## src/rtl/mem_arbiter_pkg.sv

```systemverilog
// Shared definitions for the memory arbiter and its load/store lane steering:
// ls_size encodings, the arbiter FSM state type, byte-enable base patterns and
// an alignment helper.
package mem_arbiter_pkg;

  typedef enum logic [1:0] {
    SIZE_BYTE = 2'b00,
    SIZE_HALF = 2'b01,
    SIZE_WORD = 2'b10,
    SIZE_BAD  = 2'b11
  } ls_size_e;

  typedef enum logic {
    ST_IDLE = 1'b0,
    ST_BUSY = 1'b1
  } arb_state_e;

  // Byte-enable patterns for lane 0; shifted left by the byte offset.
  localparam logic [3:0] BE_BYTE = 4'b0001;
  localparam logic [3:0] BE_HALF = 4'b0011;
  localparam logic [3:0] BE_WORD = 4'b1111;

  // Sign-fill selection for load extension.
  localparam logic EXT_SIGN = 1'b0;
  localparam logic EXT_ZERO = 1'b1;

  // An access is misaligned when it cannot be served as a single lane group.
  function automatic logic misaligned(input logic [1:0] size, input logic [1:0] a);
    case (size)
      SIZE_BYTE: return 1'b0;
      SIZE_HALF: return a[0];
      SIZE_WORD: return |a;
      default:   return 1'b1;
    endcase
  endfunction

endpackage

```

## src/rtl/mem_arbiter_lsu_align.sv

```systemverilog
// lsu_align: combinational lane steering for load/store accesses.
// Ports:
//   size        ls_size encoding (byte/half/word)
//   addr_lo     byte offset within the word
//   unsigned_ld 1 = zero-extend loads, 0 = sign-extend
//   wdata       LSB-justified store data
//   rdata_raw   raw word returned by memory
//   be          byte enables for the access
//   wdata_rep   store data replicated into every lane
//   rdata_ext   selected load lane, extended to WIDTH
module lsu_align
  import mem_arbiter_pkg::*;
#(
  parameter int WIDTH = 32
) (
  input  logic [1:0]       size,
  input  logic [1:0]       addr_lo,
  input  logic             unsigned_ld,
  input  logic [WIDTH-1:0] wdata,
  input  logic [WIDTH-1:0] rdata_raw,
  output logic [3:0]       be,
  output logic [WIDTH-1:0] wdata_rep,
  output logic [WIDTH-1:0] rdata_ext
);

  logic [WIDTH-1:0] shifted;
  logic             fill;

  // Bring the addressed lane down to bit 0.
  assign shifted = rdata_raw >> {addr_lo, 3'b000};

  always_comb begin
    be        = '0;
    wdata_rep = '0;
    rdata_ext = '0;
    fill      = 1'b0;
    case (size)
      SIZE_BYTE: begin
        be        = BE_BYTE << addr_lo;
        wdata_rep = {(WIDTH/8){wdata[7:0]}};
        fill      = (unsigned_ld == EXT_ZERO) ? 1'b0 : shifted[7];
        rdata_ext = {{(WIDTH-8){fill}}, shifted[7:0]};
      end
      SIZE_HALF: begin
        be        = BE_HALF << addr_lo;
        wdata_rep = {(WIDTH/16){wdata[15:0]}};
        fill      = (unsigned_ld == EXT_ZERO) ? 1'b0 : shifted[15];
        rdata_ext = {{(WIDTH-16){fill}}, shifted[15:0]};
      end
      SIZE_WORD: begin
        be        = BE_WORD;
        wdata_rep = wdata;
        rdata_ext = shifted;
      end
      default: ;
    endcase
  end

endmodule

```

## src/rtl/mem_arbiter.sv

```systemverilog
// mem_arbiter: arbitrates an instruction-fetch port and a load/store port onto
// a single memory port. Load/store wins unless fetch has lost STARVE_MAX times
// in a row. One access is outstanding at a time; misaligned load/store accesses
// are answered with an error without touching memory.
// Ports:
//   clk, rst                           clock, asynchronous active-low reset
//   if_req/if_addr/if_gnt              fetch request, word address, grant
//   if_rvalid/if_rdata                 fetch response
//   ls_req/ls_we/ls_addr/ls_wdata      load/store request
//   ls_size/ls_unsigned                access size, zero-extend loads
//   ls_gnt/ls_rvalid/ls_err/ls_rdata   load/store grant and response
//   mem_req/mem_we/mem_addr/mem_wdata/mem_be  memory request
//   mem_rdata/mem_ready                memory read data and completion
module mem_arbiter
  import mem_arbiter_pkg::*;
#(
  parameter int WIDTH      = 32,
  parameter int STARVE_MAX = 3
) (
  input  logic             clk,
  input  logic             rst,
  input  logic             if_req,
  input  logic [WIDTH-1:0] if_addr,
  output logic             if_gnt,
  output logic             if_rvalid,
  output logic [WIDTH-1:0] if_rdata,
  input  logic             ls_req,
  input  logic             ls_we,
  input  logic [WIDTH-1:0] ls_addr,
  input  logic [WIDTH-1:0] ls_wdata,
  input  logic [1:0]       ls_size,
  input  logic             ls_unsigned,
  output logic             ls_gnt,
  output logic             ls_rvalid,
  output logic             ls_err,
  output logic [WIDTH-1:0] ls_rdata,
  output logic             mem_req,
  output logic             mem_we,
  output logic [WIDTH-1:0] mem_addr,
  output logic [WIDTH-1:0] mem_wdata,
  output logic [3:0]       mem_be,
  input  logic [WIDTH-1:0] mem_rdata,
  input  logic             mem_ready
);

  localparam int CNT_W = (STARVE_MAX < 1) ? 1 : $clog2(STARVE_MAX + 1);
  localparam logic [WIDTH-1:0] ADDR_MASK = {{(WIDTH-2){1'b1}}, 2'b00};

  arb_state_e       state;
  logic [CNT_W-1:0] starve_cnt;
  logic             starved;
  logic             ls_win;
  logic             cur_is_ls;
  logic             cur_we;
  logic [1:0]       cur_size;
  logic [1:0]       cur_lo;
  logic             cur_uns;
  logic             busy;
  logic [1:0]       al_size;
  logic [1:0]       al_lo;
  logic             al_uns;
  logic [3:0]       al_be;
  logic [WIDTH-1:0] al_wdata;
  logic [WIDTH-1:0] al_rdata;

  assign busy    = (state == ST_BUSY);
  assign starved = (starve_cnt == CNT_W'(STARVE_MAX));
  assign ls_win  = ls_req && !(if_req && starved);

  always_comb begin
    if_gnt = 1'b0;
    ls_gnt = 1'b0;
    if (!busy) begin
      ls_gnt = ls_win;
      if_gnt = if_req && !ls_win;
    end
  end

  // The aligner serves the live request while idle (store steering, byte
  // enables) and the captured transaction while busy (load extension), so a
  // single instance covers both directions.
  assign al_size = busy ? cur_size : ls_size;
  assign al_lo   = busy ? cur_lo   : ls_addr[1:0];
  assign al_uns  = busy ? cur_uns  : ls_unsigned;

  lsu_align #(.WIDTH(WIDTH)) u_align (
    .size       (al_size),
    .addr_lo    (al_lo),
    .unsigned_ld(al_uns),
    .wdata      (ls_wdata),
    .rdata_raw  (mem_rdata),
    .be         (al_be),
    .wdata_rep  (al_wdata),
    .rdata_ext  (al_rdata)
  );

  always_ff @(posedge clk or negedge rst) begin
    if (!rst) begin
      state      <= ST_IDLE;
      starve_cnt <= '0;
      mem_req    <= 1'b0;
      mem_we     <= 1'b0;
      mem_be     <= '0;
      mem_addr   <= '0;
      mem_wdata  <= '0;
      if_rvalid  <= 1'b0;
      ls_rvalid  <= 1'b0;
      ls_err     <= 1'b0;
      if_rdata   <= '0;
      ls_rdata   <= '0;
      cur_is_ls  <= 1'b0;
      cur_we     <= 1'b0;
      cur_size   <= '0;
      cur_lo     <= '0;
      cur_uns    <= 1'b0;
    end else begin
      if_rvalid <= 1'b0;
      ls_rvalid <= 1'b0;
      ls_err    <= 1'b0;

      if (if_gnt) begin
        starve_cnt <= '0;
      end else if (ls_gnt && if_req && !starved) begin
        starve_cnt <= starve_cnt + CNT_W'(1);
      end

      case (state)
        ST_IDLE: begin
          if (ls_gnt) begin
            if (misaligned(ls_size, ls_addr[1:0])) begin
              // Answered locally; memory never sees the access.
              ls_rvalid <= 1'b1;
              ls_err    <= 1'b1;
              ls_rdata  <= '0;
            end else begin
              state     <= ST_BUSY;
              mem_req   <= 1'b1;
              mem_we    <= ls_we;
              mem_addr  <= ls_addr & ADDR_MASK;
              mem_be    <= al_be;
              mem_wdata <= ls_we ? al_wdata : '0;
              cur_is_ls <= 1'b1;
              cur_we    <= ls_we;
              cur_size  <= ls_size;
              cur_lo    <= ls_addr[1:0];
              cur_uns   <= ls_unsigned;
            end
          end else if (if_gnt) begin
            state     <= ST_BUSY;
            mem_req   <= 1'b1;
            mem_we    <= 1'b0;
            mem_addr  <= if_addr & ADDR_MASK;
            mem_be    <= BE_WORD;
            mem_wdata <= '0;
            cur_is_ls <= 1'b0;
            cur_we    <= 1'b0;
          end
        end
        ST_BUSY: begin
          if (mem_ready) begin
            state   <= ST_IDLE;
            mem_req <= 1'b0;
            mem_we  <= 1'b0;
            if (cur_is_ls) begin
              ls_rvalid <= 1'b1;
              ls_rdata  <= cur_we ? '0 : al_rdata;
            end else begin
              if_rvalid <= 1'b1;
              if_rdata  <= mem_rdata;
            end
          end
        end
        default: state <= ST_IDLE;
      endcase
    end
  end

endmodule

```

## config.mk

```make
export PLATFORM = sky130hd
export DESIGN_NAME = mem_arbiter
export DESIGN_NICKNAME = d
export VERILOG_FILES = /design/src/rtl/mem_arbiter_pkg.sv /design/src/rtl/mem_arbiter_lsu_align.sv /design/src/rtl/mem_arbiter.sv
export SDC_FILE = /design/constraint.sdc
export NUM_CORES = 1
export LEC_CHECK = 0
export ABC_AREA = 0
export CAP_MARGIN = 25
export CORE_MARGIN = 2
export CORE_UTILIZATION = 48
export DETAILED_ROUTE_END_ITERATION = 16
export DONT_BUFFER_PORTS = 1
export PLACE_DENSITY = 0.69
export RECOVER_POWER = 25
export SKIP_CTS_REPAIR_TIMING = 1
export SYNTH_ARGS = -nofsm -noshare
export SYNTH_HDL_FRONTEND = slang
export SYNTH_SLANG_ARGS = --single-unit
```

## constraint.sdc

```tcl
create_clock -name clk -period 2.5 [get_ports clk]
set_input_delay 0.375 -clock clk [delete_from_list [all_inputs] [get_ports clk]]
set_output_delay 0.375 -clock clk [all_outputs]
set_load 0.03 [all_outputs]
```

### Yosys cells after proc, flatten, opt, wreduce, memory -nomap -nowiden

Index checks and enable logic that the tools add are counted.

* add/subtract/negate cells: 1
* equal/unequal tests: 12
* shifts and indexed selects: 3
* multiplexer cells: 55
* bitwise logic cells: 3
* reduce and logical (&&, ||, !) cells: 18

Operators with widths (number)
* $mux W32: 12
* $pmux W32 S3: 2
* $pmux W32 S2: 1
* $shr A32 B5 Y32: 1
* $mux W1: 27
* $mux W4: 3
* $pmux W4 S3: 1
* $reduce_and A3 Y1: 4
* $mux W2: 4
* $ne A2 B2 Y1 const B: 4
* $pmux W1 S2: 4
* $eq A2 B2 Y1 const B: 3
* $ne A3 B3 Y1 const B: 2
* $logic_and A1 B1 Y1: 5
* $eq A2 B1 Y1 const B: 2
* $logic_not A2 Y1: 2
* $reduce_and A4 Y1: 1
* $reduce_bool A2 Y1: 2
* $shl A1 B2 Y4 const A: 1
* $shl A2 B2 Y4 const A: 1
* $logic_not A1 Y1: 3
* $not A1 Y1: 3
* $pmux W1 S3: 1
* $add A2 B1 Y2 const B: 1
* 2 further kinds: 2

* register bits: 147
* output and inout bits: 139
* word-level logic and storage cells: 109

### Logic depth before layout (Yosys ltp)

* depth after elaboration: 10
* depth in mapped cells: 11

### Hierarchy

From an unflattened synthesis, not the netlist that was laid out.

* cell total of the unflattened synthesis: 739
* area, all modules: 7283.2 µm²

Modules (own cells, without submodules)
* mem_arbiter: times used 1, cells each 560, area each 6045.8 µm²
* lsu_align: times used 1, cells each 179, area each 1237.4 µm²

### Worst setup path after synthesis

No wires, ideal clock.

* kind: input-to-reg
* start: input ls_addr[0]
* end: register ls_rdata[6]
* data arrival time: 2081 ps
* slack: 298 ps
* stages: 5
* path buffers: 2
* cell sequence: clkbuf_1 mux2i_2 buf_2 mux4_2 a22o_1

* cells in the longest elaborated chain, start to end: 7
* elaborated cells on any way between the ends: 13

Ends and longest elaborated chain
* from (decl): RTL line mem_arbiter.sv:29 `input logic [WIDTH-1:0] ls_addr,`
* $mux W2: RTL line mem_arbiter.sv:83 `assign al_lo = busy ? cur_lo : ls_addr[1:0];`
* $shr A32 B5 Y32: RTL line mem_arbiter_lsu_align.sv:30 `assign shifted = rdata_raw >> {addr_lo, 3'b000};`
* $pmux W32 S3: RTL line mem_arbiter_lsu_align.sv:37 `case (size)`
* $mux W32: RTL line mem_arbiter.sv:166 `ls_rdata <= cur_we ? '0 : al_rdata;`
* $mux W32: RTL line mem_arbiter.sv:164 `if (cur_is_ls) begin`
* $mux W32: RTL line mem_arbiter.sv:160 `if (mem_ready) begin`
* $pmux W32 S2: RTL line mem_arbiter.sv:127 `case (state)`
* to (signal assigned): RTL line mem_arbiter.sv:166
* to (decl): RTL line mem_arbiter.sv:36 `output logic [WIDTH-1:0] ls_rdata,`

Several ways; a longest one is shown, not always the timed one. The select of a mux whose other input is x is not followed.
A chain may end at the register's enable or synchronous reset.

### Worst setup path after layout

* start: register state (netlist: busy)
* end: register ls_rdata[30]

* cells in the longest elaborated chain, start to end: 8
* elaborated cells on any way between the ends: 21

Ends and longest elaborated chain
* from (decl): RTL line mem_arbiter.sv:49 `arb_state_e state;`
* from (signal assigned): RTL line mem_arbiter.sv:99 `state <= ST_IDLE;`
* from (signal assigned): RTL line mem_arbiter.sv:136 `state <= ST_BUSY;`
* from (signal assigned): RTL line mem_arbiter.sv:149 `state <= ST_BUSY;`
* $mux W2: RTL line mem_arbiter.sv:83
* $shr A32 B5 Y32: RTL line mem_arbiter_lsu_align.sv:30
* $mux W1, on equally long branches: RTL line mem_arbiter_lsu_align.sv:47, mem_arbiter_lsu_align.sv:41
* $pmux W32 S3: RTL line mem_arbiter_lsu_align.sv:37
* $mux W32: RTL line mem_arbiter.sv:166
* $mux W32: RTL line mem_arbiter.sv:164
* $mux W32: RTL line mem_arbiter.sv:160
* $pmux W32 S2: RTL line mem_arbiter.sv:127

Several ways; a longest one is shown, not always the timed one. The select of a mux whose other input is x is not followed.

==> insert_results.sql <==
INSERT INTO impl_metrics (metric_group, metric, value, unit) VALUES
('outcome', 'result_of_the_run', 'complete, but fails checks', ''),
('outcome', 'violations', 'hold timing', ''),
('sta', 'timing.final.crit_share', '90.0', '%'),
('final_layout', 'final_layout_size_suffix_gt1_share', '11.3', '%'),
('power', 'netSwitchingPower', '4500', 'uW'),
('worst_setup_path', 'timing.critical_path.max_delay_family', 'compound AO/OA/AOI/OAI gates', ''),
('power', 'seq_power_share', '53.5', '%'),
('logic_synthesis', 'syn_area_per_cell', '10.0', 'um^2'),
('logic_synthesis', 'netlist-cell-type-count', '50', ''),
('sta', 'whs', '-347', 'ps'),
('final_layout', 'num-nets-final', '799', ''),
('clocking', 'cts_tree', 'done', ''),
('final_layout', 'layout.cells.most_common', 'nand2_1', ''),
('placed_design', 'gp_routability_congestion', '0.765', ''),
('logic_synthesis', 'yosys.area_share.xor_xnor', '0.261', '%'),
('sta', 'timing.final.crit_period', '2250', 'ps'),
('worst_setup_path', 'crit_chain', 'buf_4 > or4b_1 > a221oi_1 > o2111ai_1 > o221ai_4 > buf_12 > a221o_1', ''),
('clocking', 'clock-sinks', '145', ''),
('worst_setup_path', 'timing.critical_path.slowest_cell_delay', '550', 'ps'),
('die', 'die_w', '122', 'um'),
('global_routing', 'grt_max_degree', '146', ''),
('global_routing', 'globalRouteOverflowTotal', '0', ''),
('clocking', 'cts_root_buf', 'clkbuf_16', ''),
('logic_synthesis', 'multiplexer_share_of_the_synthesized_area', '10.3', '%'),
('sta', 'final_hold_viol_count', '145', ''),
('final_layout', 'mostFrequentLayoutCells', 'nand2_1 (203), dfrtp_1 (145), o21ai_0 (65)', ''),
('sta', 'slew_violations', '0', ''),
('logic_synthesis', 'synthArstFlopShare', '100', '%'),
('global_routing', 'grt_antenna_before_repair', '0', ''),
('logic_synthesis', 'gate_count_of_the_mapped_netlist', '670', ''),
('die', 'core_region_area', '13800', 'um^2'),
('die', 'dieArea', '15000', 'um^2'),
('worst_setup_path', 'setup.worst_path.class', 'reg2reg', ''),
('logic_synthesis', 'synth_top_family_by_area', 'compound AO/OA/AOI/OAI gates', ''),
('detailed_routing', 'via_count', '5097', ''),
('logic_synthesis', 'synth_top_cell_by_area', 'dfrtp_1', ''),
('detailed_routing', 'wl', '18600', 'um'),
('die', 'site_row_count', '43', ''),
('hold_path', 'hp-class', 'in2async', ''),
('sta', 'setup_tns', '0', 'ps'),
('logic_synthesis', 'seq_area_frac_synth', '54.0', '%'),
('power', 'power_density', '1370', 'nW/um^2'),
('global_routing', 'first_global_vias', '5054', ''),
('die', 'initial_core_util', '48.8', '%'),
('logic_synthesis', 'dominantRegCellSynth', 'dfrtp_1', ''),
('power', 'p_comb_share', '21.2', '%'),
('logic_synthesis', 'synth_warnings', '0', ''),
('logic_synthesis', 'post_synth_fa_ha_maj_area_fraction', '0.186', '%'),
('power', 'clock_power_share', '25.3', '%'),
('power', 'netSwitchingFraction', '43.5', '%'),
('detailed_routing', 'drtIter0Drc', '414', ''),
('detailed_routing', 'final_antenna_net_count', '0', ''),
('logic_synthesis', 'synth_compound_gate_area_share', '17.3', '%'),
('power', 'post-layout-total-power', '10400', 'uW'),
('logic_synthesis', 'synth-edff-count', '0', ''),
('sta', 'fmax', '444', 'MHz'),
('detailed_routing', 'drcViolationCount', '0', ''),
('worst_setup_path', 'category_of_the_worst_setup_path_capture_point', 'flip-flop', ''),
('worst_setup_path', 'worst_path_buf_inv', '2', ''),
('clocking', 'cts-buffers-inserted', '17', ''),
('sta', 'worst-slew-pin-transition', '733', 'ps'),
('die', 'fp.dieH', '122', 'um'),
('detailed_routing', 'drt_first_pass_iters', '5', ''),
('logic_synthesis', 'synth.area.top_cells', 'dfrtp_1 (54%), nand2_1 (11%), mux2i_1 (6.0%)', ''),
('final_layout', 'antenna_cells', '0', ''),
('worst_setup_path', 'worst-path-max-fanout', '16', ''),
('sta', 'report.final.setup_viol', '0', ''),
('worst_setup_path', 'cp-start-kind', 'flip-flop', ''),
('worst_setup_path', 'cp_data_arrival_time', '2600', 'ps'),
('power', 'static-leakage-power', '0.00365', 'uW'),
('detailed_routing', 'via_per_inst', '5.98', '');
[flip-flops by register name, indices dropped and copies added (netlist names)]
name	count
ls_rvalid	1
busy	1
mem_wdata	32
mem_we	1
ls_rdata	32
ls_err	1
cur_lo	2
mem_addr	30
if_rvalid	1
cur_we	1
starve_cnt	2
mem_req	1
cur_is_ls	1
cur_size	2
if_rdata	32
mem_be	4
cur_uns	1
[cell usage after synthesis, drive strengths merged (9+ instances only)]
master and instances:
mux2 11, nor2 10, o21ai 65, a221o 9, nand2 203, a211o 16, a21oi 18, a22oi 24
buf 14, a22o 18, dfrtp 145, mux2i 41, clkbuf 37
[final timing paths]
path | from | to | depth (start not counted)
max | busy$_DFF_PN0_ | ls_rdata[30]$_DFFE_PN0P_ | 7
min reg2reg | cur_we$_DFFE_PN0P_ | cur_we$_DFFE_PN0P_ | 2
min | rst | if_rdata[13]$_DFFE_PN0P_ | 0
max in group asynchronous | rst | if_rdata[30]$_DFFE_PN0P_ | 0
min in group clk | mem_rdata[17] | if_rdata[17]$_DFFE_PN0P_ | 2
max reg2reg | busy$_DFF_PN0_ | ls_rdata[30]$_DFFE_PN0P_ | 7
[logic make-up (layout without fill, tap and decap cells)]
family                     Yosys count  count (layout)
xor gates and xnor gates             2               2
DFF                                145             145
adders and majority gates            1               1
AOI/OAI and AO/OA                  169             169
buffers and inverters               58              60
other                                1               2
muxes                               59              59
and+or+nand+nor                    235             235
[area by class of cell]
class / instances / area, um^2
Fill cell: 1228 / 6200
Multi-Input combinational cell: 468 / 2880
Timing Repair Buffer: 22 / 203
Tap cell: 180 / 225
Clock buffer: 21 / 450
Inverter: 7 / 26.3
Clock inverter: 10 / 160
Sequential cell: 145 / 3630
[stage by stage]
stage	utilization [%]	std cells	instance area (um^2)	worst slack, ps
3_3_place_gp	50.5	822	6960	376
4_1_cts	55.0	853	7570	262
2_1_floorplan	-	671	6730	298
6_report	55.0	853	7570	250
3_5_place_dp	50.5	822	6960	300
5_1_grt	55.0	853	7570	123
[metal layers]
layer	share of wire, %	track usage (%)	vias up
li1	-	-	2325
met1	36	27.6	2472
met2	51	41.5	266
met3	11	10.9	34
met4	2.2	9.05	0
met5	0	0	-
[power by group through the flow]
| stage | clock, uW | combinational [uW] | sequential, uW |
|---|---|---|---|
| after CTS | 2670 | 2210 | 5550 |
| after detailed placement | 0 | 2210 | 5580 |
| after global routing | 2790 | 2450 | 5640 |
| final | 2620 | 2200 | 5540 |
| after global placement | 0 | 2100 | 5550 |
| after floorplan | 0 | 1760 | 5270 |
Power figures use the tool's default switching activity.
